$ cat src/rtl/serial_adder.sv
// serial_adder: digit-serial adder/subtractor.
// One BITS_PER_CYCLE-wide adder stage plus a registered carry walks the
// operands LSB-first over WIDTH/BITS_PER_CYCLE cycles. Subtraction is done by
// adding the inverted B operand with an inverted carry-in.
module serial_adder #(
  parameter int WIDTH          = 8,
  parameter int BITS_PER_CYCLE = 1
) (
  input  logic             clk,
  input  logic             rst_n,
  input  logic             in_valid,
  output logic             in_ready,
  input  logic [WIDTH-1:0] A,
  input  logic [WIDTH-1:0] B,
  input  logic             Cin,
  input  logic             Sub,
  output logic             out_valid,
  input  logic             out_ready,
  output logic [WIDTH-1:0] Sum,
  output logic             Cout,
  output logic             Ovf
);

  localparam int STEPS = WIDTH / BITS_PER_CYCLE;
  localparam int CW    = (STEPS > 1) ? $clog2(STEPS) : 1;
  localparam logic [CW-1:0] LAST = CW'(STEPS - 1);

  typedef enum logic [1:0] {
    IDLE = 2'd0,
    RUN  = 2'd1,
    DONE = 2'd2
  } state_t;

  state_t                    r_state;
  logic [CW-1:0]             r_count;
  logic                      r_carry;
  logic [WIDTH-1:0]          r_a;
  logic [WIDTH-1:0]          r_b;
  logic [WIDTH-1:0]          r_sum;
  logic                      r_cout;
  logic                      r_ovf;
  logic                      r_inReady;
  logic                      r_outValid;

  logic [BITS_PER_CYCLE-1:0] w_aDigit;
  logic [BITS_PER_CYCLE-1:0] w_bDigit;
  logic [BITS_PER_CYCLE:0]   w_digitAdd;
  logic                      w_msbCarryIn;

  // Select the current digit of both captured operands.
  always_comb begin
    w_aDigit = '0;
    w_bDigit = '0;
    for (int i = 0; i < STEPS; i++) begin
      if (r_count == CW'(i)) begin
        w_aDigit = r_a[i*BITS_PER_CYCLE +: BITS_PER_CYCLE];
        w_bDigit = r_b[i*BITS_PER_CYCLE +: BITS_PER_CYCLE];
      end
    end
  end

  // The single shared digit adder; top bit is the digit carry-out.
  assign w_digitAdd = {1'b0, w_aDigit} + {1'b0, w_bDigit}
                    + {{BITS_PER_CYCLE{1'b0}}, r_carry};

  // Carry into the digit MSB recovered from its operand and sum bits.
  assign w_msbCarryIn = w_aDigit[BITS_PER_CYCLE-1] ^ w_bDigit[BITS_PER_CYCLE-1]
                      ^ w_digitAdd[BITS_PER_CYCLE-1];

  // Control FSM and datapath registers; reset aborts any operation at once.
  always_ff @(posedge clk or negedge rst_n) begin
    if (!rst_n) begin
      r_state    <= IDLE;
      r_count    <= '0;
      r_carry    <= 1'b0;
      r_a        <= '0;
      r_b        <= '0;
      r_sum      <= '0;
      r_cout     <= 1'b0;
      r_ovf      <= 1'b0;
      r_inReady  <= 1'b1;
      r_outValid <= 1'b0;
    end else begin
      case (r_state)
        IDLE: begin
          if (in_valid) begin
            r_a       <= A;
            r_b       <= Sub ? ~B : B;
            r_carry   <= Cin ^ Sub;
            r_count   <= '0;
            r_state   <= RUN;
            r_inReady <= 1'b0;
          end
        end
        RUN: begin
          for (int i = 0; i < STEPS; i++) begin
            if (r_count == CW'(i)) begin
              r_sum[i*BITS_PER_CYCLE +: BITS_PER_CYCLE] <= w_digitAdd[BITS_PER_CYCLE-1:0];
            end
          end
          r_carry <= w_digitAdd[BITS_PER_CYCLE];
          if (r_count == LAST) begin
            r_count    <= '0;
            r_cout     <= w_digitAdd[BITS_PER_CYCLE];
            r_ovf      <= w_msbCarryIn ^ w_digitAdd[BITS_PER_CYCLE];
            r_state    <= DONE;
            r_outValid <= 1'b1;
          end else begin
            r_count <= r_count + CW'(1);
          end
        end
        DONE: begin
          if (out_ready) begin
            r_state    <= IDLE;
            r_outValid <= 1'b0;
            r_inReady  <= 1'b1;
          end
        end
        default: begin
          r_state    <= IDLE;
          r_count    <= '0;
          r_outValid <= 1'b0;
          r_inReady  <= 1'b1;
        end
      endcase
    end
  end

  assign in_ready  = r_inReady;
  assign out_valid = r_outValid;
  assign Sum       = r_sum;
  assign Cout      = r_cout;
  assign Ovf       = r_ovf;

endmodule

$ cat config.mk
export PLATFORM = sky130hd
export DESIGN_NAME = serial_adder
export DESIGN_NICKNAME = d
export VERILOG_FILES = /design/src/rtl/serial_adder.sv
export SDC_FILE = /design/constraint.sdc
export NUM_CORES = 1
export LEC_CHECK = 0
export BUFFER_PORTS_ARGS = -buffer_cell sky130_fd_sc_hd__buf_2
export CORE_MARGIN = 8
export CORE_UTILIZATION = 55
export CTS_BUF_LIST = sky130_fd_sc_hd__clkbuf_4 sky130_fd_sc_hd__clkbuf_8
export DETAILED_ROUTE_END_ITERATION = 7
export PLACE_DENSITY = 0.79
export SLEW_MARGIN = 20
export SYNTH_ARGS = -nofsm -noshare
export SYNTH_HDL_FRONTEND = slang
export SYNTH_SLANG_ARGS = --single-unit
$ cat constraint.sdc
create_clock -name clk -period 3.3 [get_ports clk]
set_input_delay 0.66 -clock clk [delete_from_list [all_inputs] [get_ports clk]]
set_output_delay 0.66 -clock clk [all_outputs]
set_load 0.01 [all_outputs]
# Yosys cells after proc, flatten, opt, wreduce, memory -nomap -nowiden
# Cells that the tools add are included.
[word_totals]
regBits = 34
latch_bits = 0
ramBits = 0
rom_bits = 0
out_inout_bits = 12
word_cells = 89
memories = 0
[op_classes]
add_sub_neg = 3
n_mul = 0
div_mod_pow = 0
magnitude_cmp = 0
eq_ne = 12
shift = 0
n_mux = 32
bitwise = 8
n_reduce_logical = 17
[ops]
columns = ["op", "n"]
rows = [
  ["AND reduction 2 bit", 11],
  ["2-to-1 mux 1 bit", 21],
  ["equality test 3 bit, second input constant", 4],
  ["one-hot mux 3 bit (3 select lines)", 1],
  ["AND reduction 3 bit", 3],
  ["2-to-1 mux 8 bit", 1],
  ["NOT 8 bit", 1],
  ["equality test 3 x 2 -> 1 bit, second input constant", 2],
  ["2-to-1 mux 2 bit", 3],
  ["2-to-1 mux 3 bit", 2],
  ["inequality test 2 bit, second input constant", 3],
  ["one-hot mux 1 bit (3 select lines)", 2],
  ["one-hot mux 2 bit (3 select lines)", 1],
  ["bitwise XOR 1 bit", 4],
  ["adder 3 x 1 -> 3 bit, second input constant", 1],
  ["equality test 3 x 1 -> 1 bit, second input constant", 1],
  ["zero test 3 bit", 1],
  ["NOT 1 bit", 3],
  ["adder 1 x 1 -> 2 bit", 1],
  ["adder 2 x 1 -> 2 bit", 1],
  ["equality test 2 x 1 -> 1 bit, second input constant", 1],
  ["equality test 2 bit, second input constant", 1],
  ["zero test 2 bit", 1],
  ["one-hot mux 1 bit (2 select lines)", 1],
  ["nonzero test 2 bit", 1],
]

# Longest topological paths before layout
# Gate-level depths: netlist (run 1).
[depth]
word_depth = 13
mapped_depth = 11
depth_no_buf = 10

# Worst setup path before layout (run 1)
# Ideal clock, no wire load.
[synth_path]
path_kind = "reg-to-reg"
start = "register r_count[2]"
end = "register r_sum[7], in the netlist Sum[7]"
arrival_time_ps = 2301
path_slack_ps = 874
stages_incl_launch_ff = 10
path_buffers = 1
synth_period_minus_slack_ps = 2426
path_cell_list = "dfrtp_1 -> buf_2 -> inv_1 -> ha_1 -> a21oi_1 -> nor3_1 -> a31oi_1 -> o31ai_1 -> fa_1 -> mux2_2"
[synth_via]
elab_chain_cells = 11
elab_cells_between_ends = 27
[synth_rtl]
columns = ["element", "line_no", "source"]
rows = [
  ["from (decl)", "35", "logic [CW-1:0] r_count;"],
  ["from (signal assigned)", "109", "r_count <= r_count + CW'(1);"],
  ["zero test 3 bit", "55", "if (r_count == CW'(i)) begin"],
  ["2-to-1 mux 1 bit (8 in series)", "55", ""],
  ["adder 1 x 1 -> 2 bit *", "63", "assign w_digitAdd = {1'b0, w_aDigit} + {1'b0, w_bDigit}"],
  ["adder 2 x 1 -> 2 bit *", "64", "+ {{BITS_PER_CYCLE{1'b0}}, r_carry};"],
  ["named net w_digitAdd[0]", "47", "logic [BITS_PER_CYCLE:0] w_digitAdd;"],
  ["to (signal, indexed assignment)", "98", "r_sum[i*BITS_PER_CYCLE +: BITS_PER_CYCLE] <= w_digitAdd[BITS_PER_CYCLE-1:0];"],
  ["to (decl)", "39", "logic [WIDTH-1:0] r_sum;"],
]
# The timed path passes the listed nets; every way through them passes the cells marked *.
# A chain may end at the register's enable or synchronous reset.

# Worst setup path after layout (run 1)
[layout_path]
start = "register r_count[2]"
end = "register r_sum[4], in the netlist Sum[4]"
# The elaborated chain is that of the path after synthesis.

==> impl_metrics.json, run 1 <==
{
  "outcome": "finished, final reports clean",
  "synth_simple_gate_area_share": 0.142,
  "fillerInstances": 300,
  "first_iter_violations": 57,
  "antenna_found_initial": 0,
  "die_w_um": 73.4,
  "clock-root-buffer": "clkbuf_4",
  "drt_drc_violations_left": 0,
  "synth_warn": 0,
  "max-vdd-ir-drop_mv": 0.432,
  "complex_gate_fraction_of_the_synthesized_area": 0.115,
  "via_count_of_the_routed_design": 1311,
  "arrival_ps": 3010,
  "yosysSeqAreaShare": 0.471,
  "areaGrowthSynthToFinish_pct": 11.5,
  "cts_inserted_buffers": 5,
  "nNetsFinal": 226,
  "drt-pass1-iter-count": 4,
  "whs_ps": 360,
  "crit_path_cell_trace": "inv_1 > ha_1 > a21oi_1 > nor3_1 > a31oi_1 > o31ai_1 > fa_1 > mux2_2",
  "grt_remaining_overflow": 0,
  "setup.worst_path.start_class": "register",
  "post_cts_setup_repair_buffer_count": 0,
  "criticalPathCategory": "reg -> reg",
  "worstHoldPathType": "in -> async",
  "cp.required_ps": 3540,
  "end_kind": "register",
  "layout-drive-gt1-share": 0.325,
  "clkLatencyLatePin_ps": 350,
  "postRouteWirelength_um": 3730,
  "postSynth.asyncResetShare": 1.00,
  "critical_path.endpoint": "Sum[4]",
  "r2r.worst_path.cells": 8,
  "clkTransAtPathRegs_ps": 110,
  "synth_top_area_share": 0.456,
  "core_area_um2": 3260,
  "placer_congestion": 0.823,
  "static_leak_uw": 0.000912,
  "critical-path-max-stage-delay_ps": 600,
  "final_util": 0.619,
  "globalRouteTotalUtil": 0.152,
  "first_global_vias": 1355,
  "combinational_family_with_the_most_area_after_synthesis": "simple AND/OR/NAND/NOR gates",
  "skew_ps": 14.5,
  "cts-hold-fix-buffers": 0,
  "worst-r2r-setup-slack_ps": 530,
  "cts-htree-levels": 2,
  "crit_path_max_fanout": 11,
  "global_route_wire_length_before_repair_um": 6190,
  "synth_enable_flop_cells": 0,
  "yosys_most_used_dff": "dfrtp_1",
  "floorplan.io_pins": 34,
  "placed_cells": 235,
  "floorplan.die.height_um": 73.4,
  "power.density_cell_area_nw_per_um2": 1010,
  "syn-num-nets": 196,
  "yosys.cell_types.count": 44,
  "finalInstanceArea_um2": 2020,
  "largest_net_degree_at_the_start_of_global_routing": 35,
  "avgRoutedWirePerCell_um": 15.3,
  "final.setup.tns_ps": 0,
  "maxClockFrequency_mhz": 361,
  "setup-violations-final": 0,
  "critical-path-slowest-cell": "fa_1",
  "r2r-end": "Sum[4]",
  "hpwlAfterDp_um": 2850,
  "tritoncts_clock_tree": "built",
  "routed_via_density": 5.40,
  "placed_area_um2": 1960,
  "largest_cells_by_area_after_synthesis": "dfrtp_1, mux2_2, ha_1, xnor2_1, a21oi_1",
  "tightest_slew_ps": 735,
  "yosys_register_bits": 34,
  "syn_inst": 166,
  "io_buffers": 33,
  "cts.sink_count": 34,
  "postCtsResizedCells": 0,
  "timing.slew.headroom": 0.510,
  "cap_violations": 0,
  "reg2reg_from": "r_count[2]",
  "critical_path.startpoint": "r_count[2]",
  "maxSlewViolCount": 0,
  "synth.largest_area_cell": "dfrtp_1",
  "rsz0062_at_grt": "false",
  "share_of_the_clock_period_used_by_the_worst_path": 0.840,
  "hold_violations": 0,
  "diode_insertion_count_for_antenna_repair": 0,
  "synthAdderAreaFrac": 0.0595,
  "post_synth_xor_area_fraction": 0.0533,
  "die-area_um2": 5380,
  "cts.path.max_buffers": 2,
  "layout.cells.non_filler": 243,
  "mappedNetlistArea_um2": 1810,
  "synth_mux_area_frac": 0.107,
  "start_util": 0.555,
  "synth.avg_cell_area_um2": 10.9,
  "finalWorstPathRequiredPeriod_ps": 2770,
  "drt.antenna.violating_nets": 0,
  "row_count": 21
}
[flip-flops by register name, indices dropped and copies added, names as in the netlist]
| register | count |
|---|---|
| r_state | 2 |
| r_count | 3 |
| r_carry | 1 |
| r_a | 8 |
| in_ready | 1 |
| Sum | 8 |
| Cout | 1 |
| out_valid | 1 |
| r_b | 8 |
| Ovf | 1 |
[final cells by class]
type	instances	area (um^2)	share of cell area
sequential	34	852	0.422
clock buffer	8	60.1	0.0298
inverter	5	18.8	0.00930
tap	46	57.6	0.0285
multi-input combinational	117	865	0.428
timing repair buffer	33	165	0.0818
[Yosys cell counts, types with 3 or more instances]
master and instances:
a21oi_1 15, nor2_1 15, nand2_1 13, xnor2_1 9
buf_2 4, o21ai_0 6, ha_1 7, dfrtp_1 33
mux2_2 15, nand3_1 5, inv_1 5, o31ai_1 3
[metal layers]
metal,vias to the layer above,global-route usage,routed length (um)
met2,37,0.269,1930
met5,-,0,0
met4,0,0.0843,83
met3,9,0.0423,202
met1,630,0.159,1510
li1,635,-,-
[worst max-delay path: cells and delay by family (launching register included)]
family / cells / cell delay [ps]
muxes: 1 / 310
buffers and inverters: 1 / 210
and+or+nand+nor: 1 / 180
DFF: 1 / 550
adders and majority gates: 2 / 910
AOI/OAI and AO/OA: 3 / 500
[metrics by stage]
stage,power [uW],worst slack [ps]
after floorplan,1560,874
after CTS,2060,536
after global placement,1750,596
final,2040,528
after global routing,2200,331
after detailed placement,1810,540
[worst min-delay path by stage]
stage	to	slack (ps)	depth (start not counted)
2_1_floorplan	Cout	360	0
4_1_cts	Sum[1]	390	1
5_1_grt	Sum[2]	410	1
3_5_place_dp	Ovf	480	2
6_report	Sum[1]	360	1
3_3_place_gp	Ovf	470	2
[kinds of logic (layout without fill, tap and decap cells)]
family                   count (synthesis)  count (layout)
AND/OR/NAND/NOR                         47              47
AO/OA/AOI/OAI                           34              34
flip-flops                              34              34
multiplexers                            17              17
buffers and inverters                   15              46
XOR/XNOR                                11              11
adder cells (fa/ha/maj)                  8               8
[power by group]
| part | total (uW) | switching (uW) | internal (uW) | leakage, uW |
|---|---|---|---|---|
| registers | 777 | 160 | 616 | 0.000399 |
| logic | 1020 | 543 | 475 | 0.000476 |
| clock network | 247 | 137 | 109 | 0.0000368 |
| total | 2040 | 840 | 1200 | 0.000912 |
[placed cells by master, fill, tap and decap left out, types with 2 or more instances in the layout]
master / n
dfrtp_1: 33
buf_2: 33
nor2_1: 15
a21oi_1: 15
mux2_2: 15
nand2_1: 13
xnor2_1: 9
clkbuf_4: 8
ha_1: 7
o21ai_0: 6
inv_1: 5
nand3_1: 5
o31ai_1: 3
nand2b_1: 2
nand2b_4: 2
xor2_1: 2
Power figures use the tool's default switching activity.
==> run 2, diff against run 1 <==
- CORE_UTILIZATION: 55 -> 51
- PLACE_DENSITY: 0.79 -> 0.77
- clock period: 3.3 -> 2.39 ns (I/O delays scaled with it)
==> impl_metrics.json, run 2 (synthesis gave the netlist of run 1 again) <==
{
  "clkLatencyLatePin_ps": 340,
  "first_global_vias": 1522,
  "maxSlewViolCount": 0,
  "core_area_um2": 3360,
  "r2r.worst_path.cells": 9,
  "final.setup.tns_ps": -652,
  "setup-violations-final": 10,
  "routed_via_density": 5.33,
  "worstHoldPathType": "in -> async",
  "violations": "setup timing",
  "cap_violations": 0,
  "largest_net_degree_at_the_start_of_global_routing": 35,
  "most-common-layout-cells": "buf_2, dfrtp_1, buf_4, a21oi_1, nor2_1",
  "grt_remaining_overflow": 0,
  "final_util": 0.686,
  "via_count_of_the_routed_design": 1402,
  "layout-drive-gt1-share": 0.465,
  "hold_violations": 0,
  "cts.sink_count": 34,
  "cts_inserted_buffers": 5,
  "die-area_um2": 5710,
  "globalRouteTotalUtil": 0.171,
  "clkTransAtPathRegs_ps": 110,
  "first_iter_violations": 129,
  "reg2reg_from": "r_count[1]",
  "cp.required_ps": 2630,
  "share_of_the_clock_period_used_by_the_worst_path": 1.04,
  "cts-htree-levels": 2,
  "nNetsFinal": 246,
  "power.density_cell_area_nw_per_um2": 1490,
  "commonest_non_fill_non_tap_cell_in_the_layout": "buf_2",
  "outcome": "finished, violations left",
  "row_count": 21,
  "skew_ps": 5.08,
  "timing.slew.headroom": 0.490,
  "diode_insertion_count_for_antenna_repair": 0,
  "tightest_slew_ps": 765,
  "avgRoutedWirePerCell_um": 16.7,
  "setup.worst_path.start_class": "register",
  "end_kind": "register",
  "cts.path.max_buffers": 2,
  "rsz0062_at_grt": "true",
  "arrival_ps": 2720,
  "placed_cells": 246,
  "max-vdd-ir-drop_mv": 0.639,
  "drt-pass1-iter-count": 4,
  "postRouteWirelength_um": 4390,
  "tritoncts_clock_tree": "built",
  "final_critical_path_setup_slack_ps": -90.1,
  "cts-hold-fix-buffers": 0,
  "finalWorstPathRequiredPeriod_ps": 2480,
  "io_buffers": 33,
  "die_w_um": 75.6,
  "floorplan.io_pins": 34,
  "global_route_wire_length_before_repair_um": 7260,
  "antenna_found_initial": 0,
  "layout.cells.non_filler": 263,
  "maxClockFrequency_mhz": 403,
  "clock-root-buffer": "clkbuf_4",
  "floorplan.die.height_um": 75.6,
  "drt_drc_violations_left": 0,
  "drt.antenna.violating_nets": 0,
  "hpwlAfterDp_um": 2860,
  "criticalPathCategory": "reg -> reg",
  "static_leak_uw": 0.00104,
  "fin_total_pwr_uw": 3440,
  "critical_path.startpoint": "r_count[1]",
  "areaGrowthSynthToFinish_pct": 27.5,
  "fillerInstances": 283,
  "start_util": 0.538,
  "placer_congestion": 0.891,
  "crit_path_max_fanout": 8
}
[run 2: area by class of cell]
type	instances	area, um^2	share of cell area
Timing Repair Buffer	53	323	0.140
Inverter	5	18.8	0.00814
Multi-Input combinational cell	117	990	0.429
Sequential cell	34	853	0.370
Clock inverter	1	5.00	0.00217
Tap cell	46	57.6	0.0250
Clock buffer	7	58.8	0.0255
[run 2: report_power, final]
group,total (uW),internal (uW),switching [uW]
sequential,1090,853,234
combinational,2000,1040,952
clock,354,154,200
[run 2: repair_timing]
item                       4_1_cts  5_1_grt
pin swaps                       11        3
setup endpoints to repair       10       11
gates resized for setup         21        9
setup buffers                    5        4
[run 2: worst max-delay path, stage by stage, from the launching register on]
cell and delay [ps]:
dfrtp_2 470, inv_2 130, ha_4 200, buf_4 130
a211oi_4 40, nor3_2 180, a31oi_1 70, o31ai_2 290
fa_2 560, mux2_4 300
[run 2: per-layer routing]
metal  global-route usage  wire (um)  vias to the layer above
met5                    0          0                        -
met4               0.0661         61                        0
met3               0.0645        319                        6
met2                0.277       2180                       42
met1                0.199       1840                      689
li1                     -          -                      665
[run 2: through the flow]
stage / hold WS (ps) / setup WS (ps) / area, um^2
global route: 243 / -232 / 2310
global placement: 459 / -106 / 2050
CTS: 219 / -5.21 / 2230
floorplan: 182 / 35.6 / 1810
detailed placement: 495 / -168 / 2050
finish: 190 / -90.1 / 2310
[run 2: worst paths after layout]
path	end	slack (ps)
worst max-delay path	Sum[6]	-90
worst min-delay path	out_valid	190
worst max register to register	Sum[6]	-90
worst min register to register	Sum[3]	520
max in group asynchronous	r_count[1]	1680
min in group clk	r_a[5]	340
